<file path="src/rtl/wb16_cmd_master.sv">
// Command-stream driven 16-bit Wishbone classic master: queued register accesses,
// one single-beat bus cycle per command, one response (data or timeout) per command.
module wb16_cmd_master #(
    parameter int FIFO_DEPTH = 4,
    parameter int TIMEOUT    = 255
) (
    input  logic                          clk,
    input  logic                          rst,
    input  logic                          cmd_valid,
    output logic                          cmd_ready,
    input  logic                          cmd_we,
    input  logic [2:0]                    cmd_adr,
    input  logic [15:0]                   cmd_dat,
    input  logic [1:0]                    cmd_sel,
    output logic                          rsp_valid,
    input  logic                          rsp_ready,
    output logic [15:0]                   rsp_dat,
    output logic                          rsp_we,
    output logic                          rsp_err,
    output logic [2:0]                    wbm_adr_o,
    output logic [15:0]                   wbm_dat_o,
    input  logic [15:0]                   wbm_dat_i,
    output logic                          wbm_we_o,
    output logic [1:0]                    wbm_sel_o,
    output logic                          wbm_stb_o,
    input  logic                          wbm_ack_i,
    output logic                          wbm_cyc_o,
    output logic                          busy,
    output logic [$clog2(FIFO_DEPTH):0]   cmd_level
);

    localparam int PTR_W = $clog2(FIFO_DEPTH);
    localparam int LVL_W = PTR_W + 1;
    localparam int CNT_W = (TIMEOUT < 2) ? 1 : $clog2(TIMEOUT + 1);
    localparam int ENT_W = 22;
    localparam logic [CNT_W-1:0] TO_LAST = (TIMEOUT == 0) ? '0 : CNT_W'(TIMEOUT - 1);
    localparam logic [LVL_W-1:0] LVL_FULL = LVL_W'(FIFO_DEPTH);

    typedef enum logic [1:0] {
        S_IDLE = 2'd0,
        S_BUS  = 2'd1,
        S_RESP = 2'd2
    } state_t;

    state_t            state_q, state_d;
    logic [ENT_W-1:0]  mem_q [FIFO_DEPTH];
    logic [PTR_W-1:0]  wr_ptr_q, wr_ptr_d;
    logic [PTR_W-1:0]  rd_ptr_q, rd_ptr_d;
    logic [LVL_W-1:0]  level_q, level_d;
    logic              cmd_ready_q, cmd_ready_d;
    logic              busy_q, busy_d;
    logic [CNT_W-1:0]  cnt_q, cnt_d;
    logic [2:0]        adr_q, adr_d;
    logic [15:0]       dat_o_q, dat_o_d;
    logic              we_q, we_d;
    logic [1:0]        sel_q, sel_d;
    logic              cyc_q, cyc_d;
    logic              stb_q, stb_d;
    logic              rsp_valid_q, rsp_valid_d;
    logic [15:0]       rsp_dat_q, rsp_dat_d;
    logic              rsp_we_q, rsp_we_d;
    logic              rsp_err_q, rsp_err_d;

    logic              push, pop;
    logic [ENT_W-1:0]  head;

    // Entry layout: {we, adr[2:0], sel[1:0], dat[15:0]}
    assign push = cmd_valid && cmd_ready_q;
    assign pop  = (state_q == S_IDLE) && (level_q != '0);
    assign head = mem_q[rd_ptr_q];

    always_ff @(posedge clk) begin
        if (push) begin
            mem_q[wr_ptr_q] <= {cmd_we, cmd_adr, cmd_sel, cmd_dat};
        end
    end

    always_comb begin
        state_d     = state_q;
        wr_ptr_d    = wr_ptr_q;
        rd_ptr_d    = rd_ptr_q;
        cnt_d       = cnt_q;
        adr_d       = adr_q;
        dat_o_d     = dat_o_q;
        we_d        = we_q;
        sel_d       = sel_q;
        cyc_d       = cyc_q;
        stb_d       = stb_q;
        rsp_valid_d = rsp_valid_q;
        rsp_dat_d   = rsp_dat_q;
        rsp_we_d    = rsp_we_q;
        rsp_err_d   = rsp_err_q;

        if (push) begin
            wr_ptr_d = wr_ptr_q + 1'b1;
        end

        case (state_q)
            S_IDLE: begin
                if (pop) begin
                    rd_ptr_d = rd_ptr_q + 1'b1;
                    we_d     = head[21];
                    adr_d    = head[20:18];
                    sel_d    = head[17:16];
                    dat_o_d  = head[21] ? head[15:0] : 16'h0000;
                    cyc_d    = 1'b1;
                    stb_d    = 1'b1;
                    cnt_d    = '0;
                    state_d  = S_BUS;
                end
            end
            S_BUS: begin
                // Ack has priority over a timeout expiring on the same edge.
                if (wbm_ack_i) begin
                    cyc_d       = 1'b0;
                    stb_d       = 1'b0;
                    rsp_valid_d = 1'b1;
                    rsp_we_d    = we_q;
                    rsp_err_d   = 1'b0;
                    rsp_dat_d   = we_q ? 16'h0000 : wbm_dat_i;
                    state_d     = S_RESP;
                end else begin
                    cnt_d = cnt_q + 1'b1;
                    if ((TIMEOUT != 0) && (cnt_q == TO_LAST)) begin
                        cyc_d       = 1'b0;
                        stb_d       = 1'b0;
                        rsp_valid_d = 1'b1;
                        rsp_we_d    = we_q;
                        rsp_err_d   = 1'b1;
                        rsp_dat_d   = 16'h0000;
                        state_d     = S_RESP;
                    end
                end
            end
            S_RESP: begin
                if (rsp_ready) begin
                    rsp_valid_d = 1'b0;
                    state_d     = S_IDLE;
                end
            end
            default: begin
                state_d = S_IDLE;
                cyc_d   = 1'b0;
                stb_d   = 1'b0;
            end
        endcase

        level_d     = level_q + LVL_W'(push) - LVL_W'(pop);
        cmd_ready_d = (level_d != LVL_FULL);
        busy_d      = (state_d != S_IDLE) || (level_d != '0);
    end

    always_ff @(posedge clk) begin
        if (rst) begin
            state_q     <= S_IDLE;
            wr_ptr_q    <= '0;
            rd_ptr_q    <= '0;
            level_q     <= '0;
            cmd_ready_q <= 1'b1;
            busy_q      <= 1'b0;
            cnt_q       <= '0;
            adr_q       <= '0;
            dat_o_q     <= '0;
            we_q        <= 1'b0;
            sel_q       <= '0;
            cyc_q       <= 1'b0;
            stb_q       <= 1'b0;
            rsp_valid_q <= 1'b0;
            rsp_dat_q   <= '0;
            rsp_we_q    <= 1'b0;
            rsp_err_q   <= 1'b0;
        end else begin
            state_q     <= state_d;
            wr_ptr_q    <= wr_ptr_d;
            rd_ptr_q    <= rd_ptr_d;
            level_q     <= level_d;
            cmd_ready_q <= cmd_ready_d;
            busy_q      <= busy_d;
            cnt_q       <= cnt_d;
            adr_q       <= adr_d;
            dat_o_q     <= dat_o_d;
            we_q        <= we_d;
            sel_q       <= sel_d;
            cyc_q       <= cyc_d;
            stb_q       <= stb_d;
            rsp_valid_q <= rsp_valid_d;
            rsp_dat_q   <= rsp_dat_d;
            rsp_we_q    <= rsp_we_d;
            rsp_err_q   <= rsp_err_d;
        end
    end

    assign cmd_ready = cmd_ready_q;
    assign busy      = busy_q;
    assign cmd_level = level_q;
    assign wbm_adr_o = adr_q;
    assign wbm_dat_o = dat_o_q;
    assign wbm_we_o  = we_q;
    assign wbm_sel_o = sel_q;
    assign wbm_cyc_o = cyc_q;
    assign wbm_stb_o = stb_q;
    assign rsp_valid = rsp_valid_q;
    assign rsp_dat   = rsp_dat_q;
    assign rsp_we    = rsp_we_q;
    assign rsp_err   = rsp_err_q;

endmodule

</file>
<file path="config.mk">
export PLATFORM = sky130hd
export DESIGN_NAME = wb16_cmd_master
export DESIGN_NICKNAME = d
export VERILOG_FILES = /design/src/rtl/wb16_cmd_master.sv
export SDC_FILE = /design/constraint.sdc
export NUM_CORES = 1
export LEC_CHECK = 0
export ABC_AREA = 1
export BUFFER_PORTS_ARGS = -buffer_cell sky130_fd_sc_hd__buf_2
export CORE_MARGIN = 1.5
export CORE_UTILIZATION = 39
export DETAILED_ROUTE_END_ITERATION = 8
export HOLD_SLACK_MARGIN = 0.15
export SYNTH_ARGS = -nofsm -noshare
export SYNTH_HDL_FRONTEND = slang
export SYNTH_SLANG_ARGS = --single-unit
</file>
<file path="constraint.sdc">
create_clock -name clk -period 3.2 [get_ports clk]
set_input_delay 0.48 -clock clk [delete_from_list [all_inputs] [get_ports clk]]
set_output_delay 0.48 -clock clk [all_outputs]
set_load 0.02 [all_outputs]
</file>
# After elaboration in Yosys (flattened, before gate mapping)
# Memory sizes are Yosys's and may differ from the RTL's. A register that Yosys moved wholly into a read port is not among the register bits.
# Index checks and enable logic that the tools add are counted.
# W data, S select, Z words.
# totals
ff_bits	61
ram_bits	88
inputBits	43
output_inout_bits	48
word_cells	73
n_memories	1
# mem_list
memory	words	width	read_ports	rd_ports_with_merged_regs	write_ports	line	source
mem_q	4	22	1	1	1	46	logic [ENT_W-1:0] mem_q [FIFO_DEPTH];
# classes
addsub	5
eq_ne	8
mux	27
n_bitwise	1
reduce_logical	15
# ops
operator	count
$mux W16	4
$mux W8	2
$pmux W8 S2	1
$mux W2	6
$mux W1	11
$reduce_and A3 Y1	3
$add A8 B1 Y8 const B	1
$eq A8 B8 Y1 const B	1
$reduce_bool A2 Y1	4
$ne A2 B2 Y1 const B	3
$ne A3 B3 Y1 const B	2
$pmux W2 S3	1
$reduce_bool A3 Y1	2
$add A2 B1 Y2 const B	2
$reduce_and A2 Y1	2
$add A3 B1 Y3	1
$pmux W1 S3	1
$sub A3 B1 Y3	1
$eq A2 B1 Y1 const B	1
$eq A2 B2 Y1 const B	1
$logic_and A1 B1 Y1	2
$logic_not A2 Y1	1
$pmux W1 S2	1
$logic_or A1 B1 Y1	1
$not A1 Y1	1

# Longest topological paths before layout
# Gate-level depths: netlist of run 1.
# depth
ltp_word	6
ltp_mapped	16
mapped_depth_nobuf	15

# Worst setup path after synthesis of run 1
# Ideal clock, no wire load.
# synth_path
path_kind	flip-flop to flip-flop
startpoint	reg level_q[1] (netlist: cmd_level[1])
endpoint	reg busy_q (netlist: busy)
setup_ns	0.113
t_arrival_ns	2.128
t_required_ns	3.087
slack_ns	0.959
path_stages_with_launch	16
n_path_buf	1
period_less_slack_ns	2.241
cell_sequence	dfxtp_1 -> nor2_1 -> nand2_1 -> nand2_1 -> buf_2 -> inv_1 -> ha_1 -> inv_1 -> ha_1 -> fa_1 -> inv_1 -> nand2_1 -> nor2_1 -> nand3_1 -> nand2_1 -> nand2_1
# synth_between
elab_cells_between_ends	9
classes_between	add/sub (2); mux (2); reduce/logical (5)
# synth_rtl
element	line	source
start, declared	49	logic [LVL_W-1:0] level_q, level_d;
start signal, assigned	176	level_q <= level_d;
parallel branches: the longest is 2 deep, another holds $add A3 B1 Y3	-	
$sub A3 B1 Y3 (*)	148	level_d = level_q + LVL_W'(push) - LVL_W'(pop);
named net level_d[1]	49	
$reduce_bool A3 Y1 (*)	150	busy_d = (state_d != S_IDLE) || (level_d != '0);
$logic_or A1 B1 Y1 (*)	150	
end signal, assigned	178	busy_q <= busy_d;
end, declared	51	logic busy_q, busy_d;
# Mark *: on every way through the listed nets, which the timed path passes.
# A chain may end at the register's enable or synchronous reset.

# Final worst setup path of run 1
# Same ends and word-level chain as after synthesis.

==> parameters.txt, run 1 <==
Parameter                              Value

Outcome
  Status    complete, no violations

Critical path
  Critical path cell sequence    nor2_1 -> nand2_1 -> nand2_1 -> inv_1 -> ha_1 -> inv_1 -> ha_1 -> fa_1 -> inv_1 -> nand2_1 -> nor2_1 -> nand3_1 -> nand2_1 -> nand2_1
  Reg-to-reg critical path startpoint    cmd_level[1]
  Largest driver fanout on the critical path    11
  Required time of the critical path    3510 ps
  Terminus of the critical flop-to-flop path    busy
  Capturing element type of the critical path    flip-flop
  Setup crit start kind    flip-flop
  Slowest Stage Delay on Critical Path    430 ps
  Slowest CP cell    sky130_fd_sc_hd__fa_1
  Data arrival at the endpoint of the critical path    2750 ps
  Critical path buffers and inverters    3
  Most frequent cell on the critical path    sky130_fd_sc_hd__nand2_1
  Number of cells traversed by the worst register-to-register path    14
  Start-to-end type of the worst setup path    reg2reg
  Largest delay contributor family on the critical path    adder cells
  R2r setup slk    760 ps

Floorplanning
  Boundary pin count    91
  Core area    0.0146 mm²
  Cell Rows    44
  Die Y-Extent    126 µm
  Area of the die    0.0158 mm²
  Overall die width    126 µm
  Initial standard-cell utilization of the core    40.2%

Clock tree
  Setup fix buffers added after clock tree synthesis    0
  TritonCTS buffer count    17
  Number of buffers inserted by hold repair at cts    0
  Clock tree root buffer cell    sky130_fd_sc_hd__clkbuf_16
  Clock latency at the later pin of the worst-skew pair    420 ps
  Total of cells resized after clock tree synthesis    0
  Clock tree from TritonCTS    yes
  Num Clock Sinks    151
  Max clock buf depth    2
  Clock transition at path regs    60 ps
  H-tree depth    4

Detailed routing
  Initial DRT Pass Iterations    5
  Via/cell ratio    4.88
  Total via count after detailed routing    4,267
  Detailed-route wire length per cell    14.4 µm
  Iter 0 DRT Violations    252
  Post-DRT Antenna Nets    0
  Post-route DRC    0
  Total wire length after detailed routing    12.6 mm

Hold path
  Critical hold path startpoint    cmd_adr[2]
  Number of cells on the worst hold path    1
  Min-Delay Path Class    in2reg
  Endpoint of the worst hold-timing path    mem_q[1][20]

STA
  Final worst clock skew    7.43 ps
  Final Slew Violations    0
  Tightest Pin Transition    1030 ps
  Max transition margin    31.1%
  Achievable clock frequency    0.410 GHz
  Post-Route Setup TNS    0 ps
  Time the worst path needs with I/O delays and setup    2440 ps
  Final hold violation count    0
  RSZ-0062 raised after global routing    false
  Final cycle utilization of the critical path    76.2%
  Finish-stage setup viols    0

Synthesis
  Library cell occupying the most area in the post-synthesis netlist    sky130_fd_sc_hd__edfxtp_1
  Post-synth top cells    133 x sky130_fd_sc_hd__nand2_1, 110 x sky130_fd_sc_hd__nor2_1, 88 x sky130_fd_sc_hd__edfxtp_1
  Yosys warning total    0
  Proportion of netlist area held by the largest area contributor    45.1%
  Share of synthesized flip-flops with an asynchronous set or reset    0%
  Syn nets    636
  Post-synthesis register bit count    151
  Top-count cell post-synth    sky130_fd_sc_hd__nand2_1
  Cells taking the most area after synthesis    sky130_fd_sc_hd__edfxtp_1 45%, sky130_fd_sc_hd__dfxtp_1 22%, sky130_fd_sc_hd__nand2_1 8.5%, sky130_fd_sc_hd__nor2_1 7.0%, sky130_fd_sc_hd__o21ai_0 4.4%
  Post-synth EDFFs    88
  Most used flip-flop cell after synthesis    sky130_fd_sc_hd__edfxtp_1
  Sequential area share after synthesis    66.6%
  Instance count of the mapped netlist    584
  Post-synthesis average cell area    10.0 µm²
  Synth Cell Area    0.00586 mm²
  Distinct cells, synth    24

Cells and area
  Number of diodes    0
  Area added between synthesis and finish    21.1%
  Final net count    730
  Count of placed standard cells in the final layout, fillers left out    875
  Share of post-route cells with drive strength above 1    21.0%

Global routing
  GR Util met3    4.55%
  Global Route Usage Sum    16.9%
  Global routing usage on met1    20.2%
  Total gr overflow    0
  Maximum number of pins on one net before global-route repair    43
  Most congested layer reported by global routing    met2
  First-pass GRT wire length    20.8 mm
  Via count of the first global-routing pass    4,161
  Met2 track demand over resource in global routing    28.7%
  Antenna violations before repair    1

Placement
  Final RePlAce weighted congestion    0.756
  Number of placed cells counting well taps    843
  HPWL Detailed    7.93 mm
  # port buffers    90

Job
  Max cap viols    0

Pwr
  Leakage power    2.95 nW
  Largest voltage drop on the vdd net    0.441 mV
  Power density of the placed cells    938 mW/mm²
-- layout make-up --
| class | instances | area (µm²) |
|---|---|---|
| inverters | 34 | 128 |
| multi-input cells | 372 | 1700 |
| repair buffers | 102 | 541 |
| flip-flops and latches | 151 | 3900 |
| clock buffers | 17 | 425 |
| fillers | 1347 | 7490 |
| well taps | 184 | 230 |
| clock inverters | 15 | 178 |
-- power breakdown --
group	total (mW)	leakage, nW	switching, mW	internal [mW]
Sequential	2.66	1.32	0.204	2.46
Combinational	1.98	1.34	1.37	0.609
Clock	2.02	0.284	0.788	1.23
Total	6.66	2.95	2.37	4.30
-- through the flow --
| stage | util [%] | hold slack [ps] | area (µm²) | total power, mW | setup slack, ps |
|---|---|---|---|---|---|
| after global placement | 44.6 | 435 | 6500 | 4.64 | 862 |
| after floorplan | - | 433 | 5860 | 4.07 | 959 |
| after global routing | 48.7 | 266 | 7100 | 7.08 | 470 |
| after detailed placement | 44.6 | 438 | 6500 | 4.71 | 769 |
| after CTS | 48.7 | 256 | 7100 | 6.74 | 737 |
| final | 48.7 | 272 | 7100 | 6.66 | 760 |
-- registers in the layout, indices dropped and copies added, names as in the netlist, 2 cells and up, named ones only --
register and flops:
wbm_adr_o 3, cmd_level 3, rsp_dat 16, wr_ptr_q 2, mem_q 88, wbm_dat_o 16, wbm_sel_o 2, state_q 2
cnt_q 8, rd_ptr_q 2
-- logic make-up (layout without fill, tap and decap cells) --
| logic type | count (synthesis) | after routing | share of synthesized area, % |
|---|---|---|---|
| AOI/OAI and AO/OA | 88 | 88 | 8.34 |
| DFF | 151 | 151 | 66.6 |
| and+or+nand+nor | 275 | 275 | 18.4 |
| adders and majority gates | 9 | 9 | 2.05 |
| buffers and inverters | 61 | 168 | 4.63 |
-- how the worst max path moves through the flow --
| stage | startpoint | to | slack, ps | cells after the start |
|---|---|---|---|---|
| finish | cmd_level[1] | busy | 760 | 14 |
| global route | cmd_level[1] | busy | 470 | 14 |
| CTS | cmd_level[1] | busy | 740 | 14 |
| detailed placement | cmd_level[1] | busy | 770 | 14 |
| global placement | cmd_level[1] | busy | 860 | 14 |
| floorplan | cmd_level[1] | busy | 960 | 15 |
-- layer usage --
layer / part of all wire [%] / vias up
li1: - / 2141
met1: 44 / 1988
met2: 49 / 110
met3: 5.1 / 26
met4: 1.9 / 2
met5: 0.056 / -
-- cell usage in the layout, fill, tap and decap left out, drive strengths merged, types with 17 or more instances in the layout --
cell type  synthesis  final
buf               15    102
o21ai             52     52
clkbuf            12     17
o22ai             22     22
nand2            135    135
dfxtp             63     63
edfxtp            88     88
nor2             111    111
inv               33     36
nand3             27     27
Note: power is estimated with default switching activity, not from simulation.
==> run 2: changes to the inputs <==
==> constraint.sdc (replaced) <==
create_clock -name clk -period 2.2 [get_ports clk]
set_input_delay 0.33 -clock clk [delete_from_list [all_inputs] [get_ports clk]]
set_output_delay 0.33 -clock clk [all_outputs]
set_load 0.02 [all_outputs]
==> run 2 against run 1 <==
Against the previous run:
- die area is the same
- register-to-register slack lost 590 ps
- combinational power grew 58%
- largest cell class unchanged
==> parameters.txt, run 2 (same netlist as run 1, synthesis figures left out) <==
Parameter                              Value

Placement
  Instance area at placement    0.00656 mm² (was 0.00650 mm²)
  Final RePlAce weighted congestion    0.754 (was 0.756)
  # port buffers    90 (unchanged)
  HPWL Detailed    8.08 mm (was 7.93 mm)

STA
  Max transition margin    35.3% (was 31.1%)
  Final worst clock skew    19.7 ps (was 7.43 ps)
  Final cycle utilization of the critical path    92.1% (was 76.2%)
  Final Slew Violations    0 (unchanged)
  Time the worst path needs with I/O delays and setup    2030 ps (was 2440 ps)
  Post-Route Setup TNS    0 ps (unchanged)
  Tightest Pin Transition    967 ps (was 1030 ps)
  Finish-stage setup viols    0 (unchanged)
  Final hold violation count    0 (unchanged)
  Achievable clock frequency    0.493 GHz (was 0.410 GHz)
  RSZ-0062 raised after global routing    false (unchanged)

Cells and area
  Number of inserted filler cells in the final layout    1,323 (was 1,347)
  Share of post-route cells with drive strength above 1    22.9% (was 21.0%)
  Register bank with the most flops    mem_q (unchanged)
  Area added between synthesis and finish    26.2% (was 21.1%)
  Max FFs per register    88 (unchanged)
  Post-route cell area    0.00740 mm² (was 0.00710 mm²)
  Final net count    760 (was 730)
  Most frequent cells in the layout    132 x sky130_fd_sc_hd__nand2_1, 106 x sky130_fd_sc_hd__nor2_1, 90 x sky130_fd_sc_hd__buf_2 (was 133 x sky130_fd_sc_hd__nand2_1, 106 x sky130_fd_sc_hd__nor2_1, 90 x sky130_fd_sc_hd__buf_2)
  Number of diodes    0 (unchanged)
  Most frequent standard cell in the layout excluding fill and tap cells    sky130_fd_sc_hd__nand2_1 (unchanged)

Outcome
  Status    complete, no violations (unchanged)

Detailed routing
  Post-route DRC    0 (unchanged)
  Post-DRT Antenna Nets    0 (unchanged)
  Via/cell ratio    4.75 (was 4.88)
  Iter 0 DRT Violations    261 (was 252)
  Initial DRT Pass Iterations    5 (unchanged)
  Total via count after detailed routing    4,295 (was 4,267)
  Total wire length after detailed routing    13.0 mm (was 12.6 mm)
  Detailed-route wire length per cell    14.4 µm (about the same)

Floorplanning
  Area of the die    0.0158 mm² (unchanged)
  Boundary pin count    91 (unchanged)
  Initial standard-cell utilization of the core    40.2% (unchanged)
  Die Y-Extent    126 µm (unchanged)
  Cell Rows    44 (unchanged)
  Overall die width    126 µm (unchanged)
  Core area    0.0146 mm² (unchanged)

Clock tree
  Num Clock Sinks    151 (unchanged)
  TritonCTS buffer count    17 (unchanged)
  Clock tree from TritonCTS    yes (unchanged)
  Max clock buf depth    2 (unchanged)
  H-tree depth    4 (unchanged)
  Clock transition at path regs    60 ps (about the same)
  Clock latency at the later pin of the worst-skew pair    430 ps (was 420 ps)
  Clock tree root buffer cell    sky130_fd_sc_hd__clkbuf_16 (unchanged)

Global routing
  Maximum number of pins on one net before global-route repair    35 (was 43)
  Via count of the first global-routing pass    4,325 (was 4,161)
  Total gr overflow    0 (unchanged)
  Global Route Usage Sum    17.4% (was 16.9%)
  First-pass GRT wire length    21.3 mm (was 20.8 mm)
  Antenna violations before repair    0 (was 1)

Critical path
  Capturing element type of the critical path    flip-flop (unchanged)
  Start-to-end type of the worst setup path    reg2reg (unchanged)
  Required time of the critical path    2510 ps (was 3510 ps)
  Largest driver fanout on the critical path    3 (was 11)
  Setup crit start kind    flip-flop (unchanged)
  Data arrival at the endpoint of the critical path    2340 ps (was 2750 ps)

Pwr
  Total power of the final layout    9.80 mW (was 6.66 mW)
  Largest voltage drop on the vdd net    1.01 mV (was 0.441 mV)
  Leakage power    3.08 nW (was 2.95 nW)
  Power density of the placed cells    1320 mW/mm² (was 938 mW/mm²)

Hold path
  Min-Delay Path Class    in2reg (unchanged)

Job
  Max cap viols    0 (unchanged)
==> run 2: final timing paths <==
kind,to,startpoint,slack (ps),depth (start not counted)
setup / recovery,busy,cmd_level[0],170,14
hold / removal,rsp_dat[9],wbm_dat_i[9],220,5
setup reg to reg,busy,cmd_level[0],170,14
hold reg to reg,wbm_adr_o[1],wbm_adr_o[1],450,2
==> run 2: worst max-delay path, cell delays in order (launching register included) <==
cell                      delay [ps]
sky130_fd_sc_hd__dfxtp_2         330
sky130_fd_sc_hd__nor2_1           80
sky130_fd_sc_hd__nand2_1          70
sky130_fd_sc_hd__nand2_2          70
sky130_fd_sc_hd__inv_2            50
sky130_fd_sc_hd__ha_4            250
sky130_fd_sc_hd__inv_1            30
sky130_fd_sc_hd__ha_2            170
sky130_fd_sc_hd__fa_2            440
sky130_fd_sc_hd__inv_2            80
sky130_fd_sc_hd__nand2_1          60
sky130_fd_sc_hd__nor2_1          100
sky130_fd_sc_hd__nand3_1          90
sky130_fd_sc_hd__nand2_1          70
sky130_fd_sc_hd__nand2_1          50
==> run 2: stage by stage <==
step	cells	util [%]	hold slack [ps]	setup slack, ps
floorplan	584	-	429	3.03
finish	905	50.7	215	173
CTS	905	50.5	208	94.5
global placement	851	45.0	434	181
global route	905	50.7	229	53.5
detailed placement	851	45.0	437	116
==> run 2: final cells by class <==
class / instances / area, µm² / area share [%]
multi-input combinational: 372 / 1720 / 23.2
timing repair buffer: 132 / 821 / 11.1
sequential: 151 / 3910 / 52.8
clock buffer: 20 / 478 / 6.46
clock inverter: 12 / 115 / 1.56
inverter: 34 / 128 / 1.73
tap: 184 / 230 / 3.11
==> run 2: repair_timing <==
action,in CTS,in global routing
endpoints found under the hold margin,88,0
setup buffers,0,0
resized for setup,0,10
setup endpoints to repair,0,2
hold buffers,22,0
==> run 2: power by group <==
part           internal, mW  total (mW)  switching, mW
Sequential             3.58        3.83          0.243
Clock                  1.70        2.86           1.16
Combinational          1.02        3.12           2.09
Total                  6.31        9.80           3.50
==> run 2: routing by layer <==
layer	up-vias	global-route usage, %	wire length, µm
met2	101	30.8	6710
met1	1994	20.6	5610
met5	-	0	0
met4	0	5.28	63
li1	2196	-	-
met3	4	5.06	601
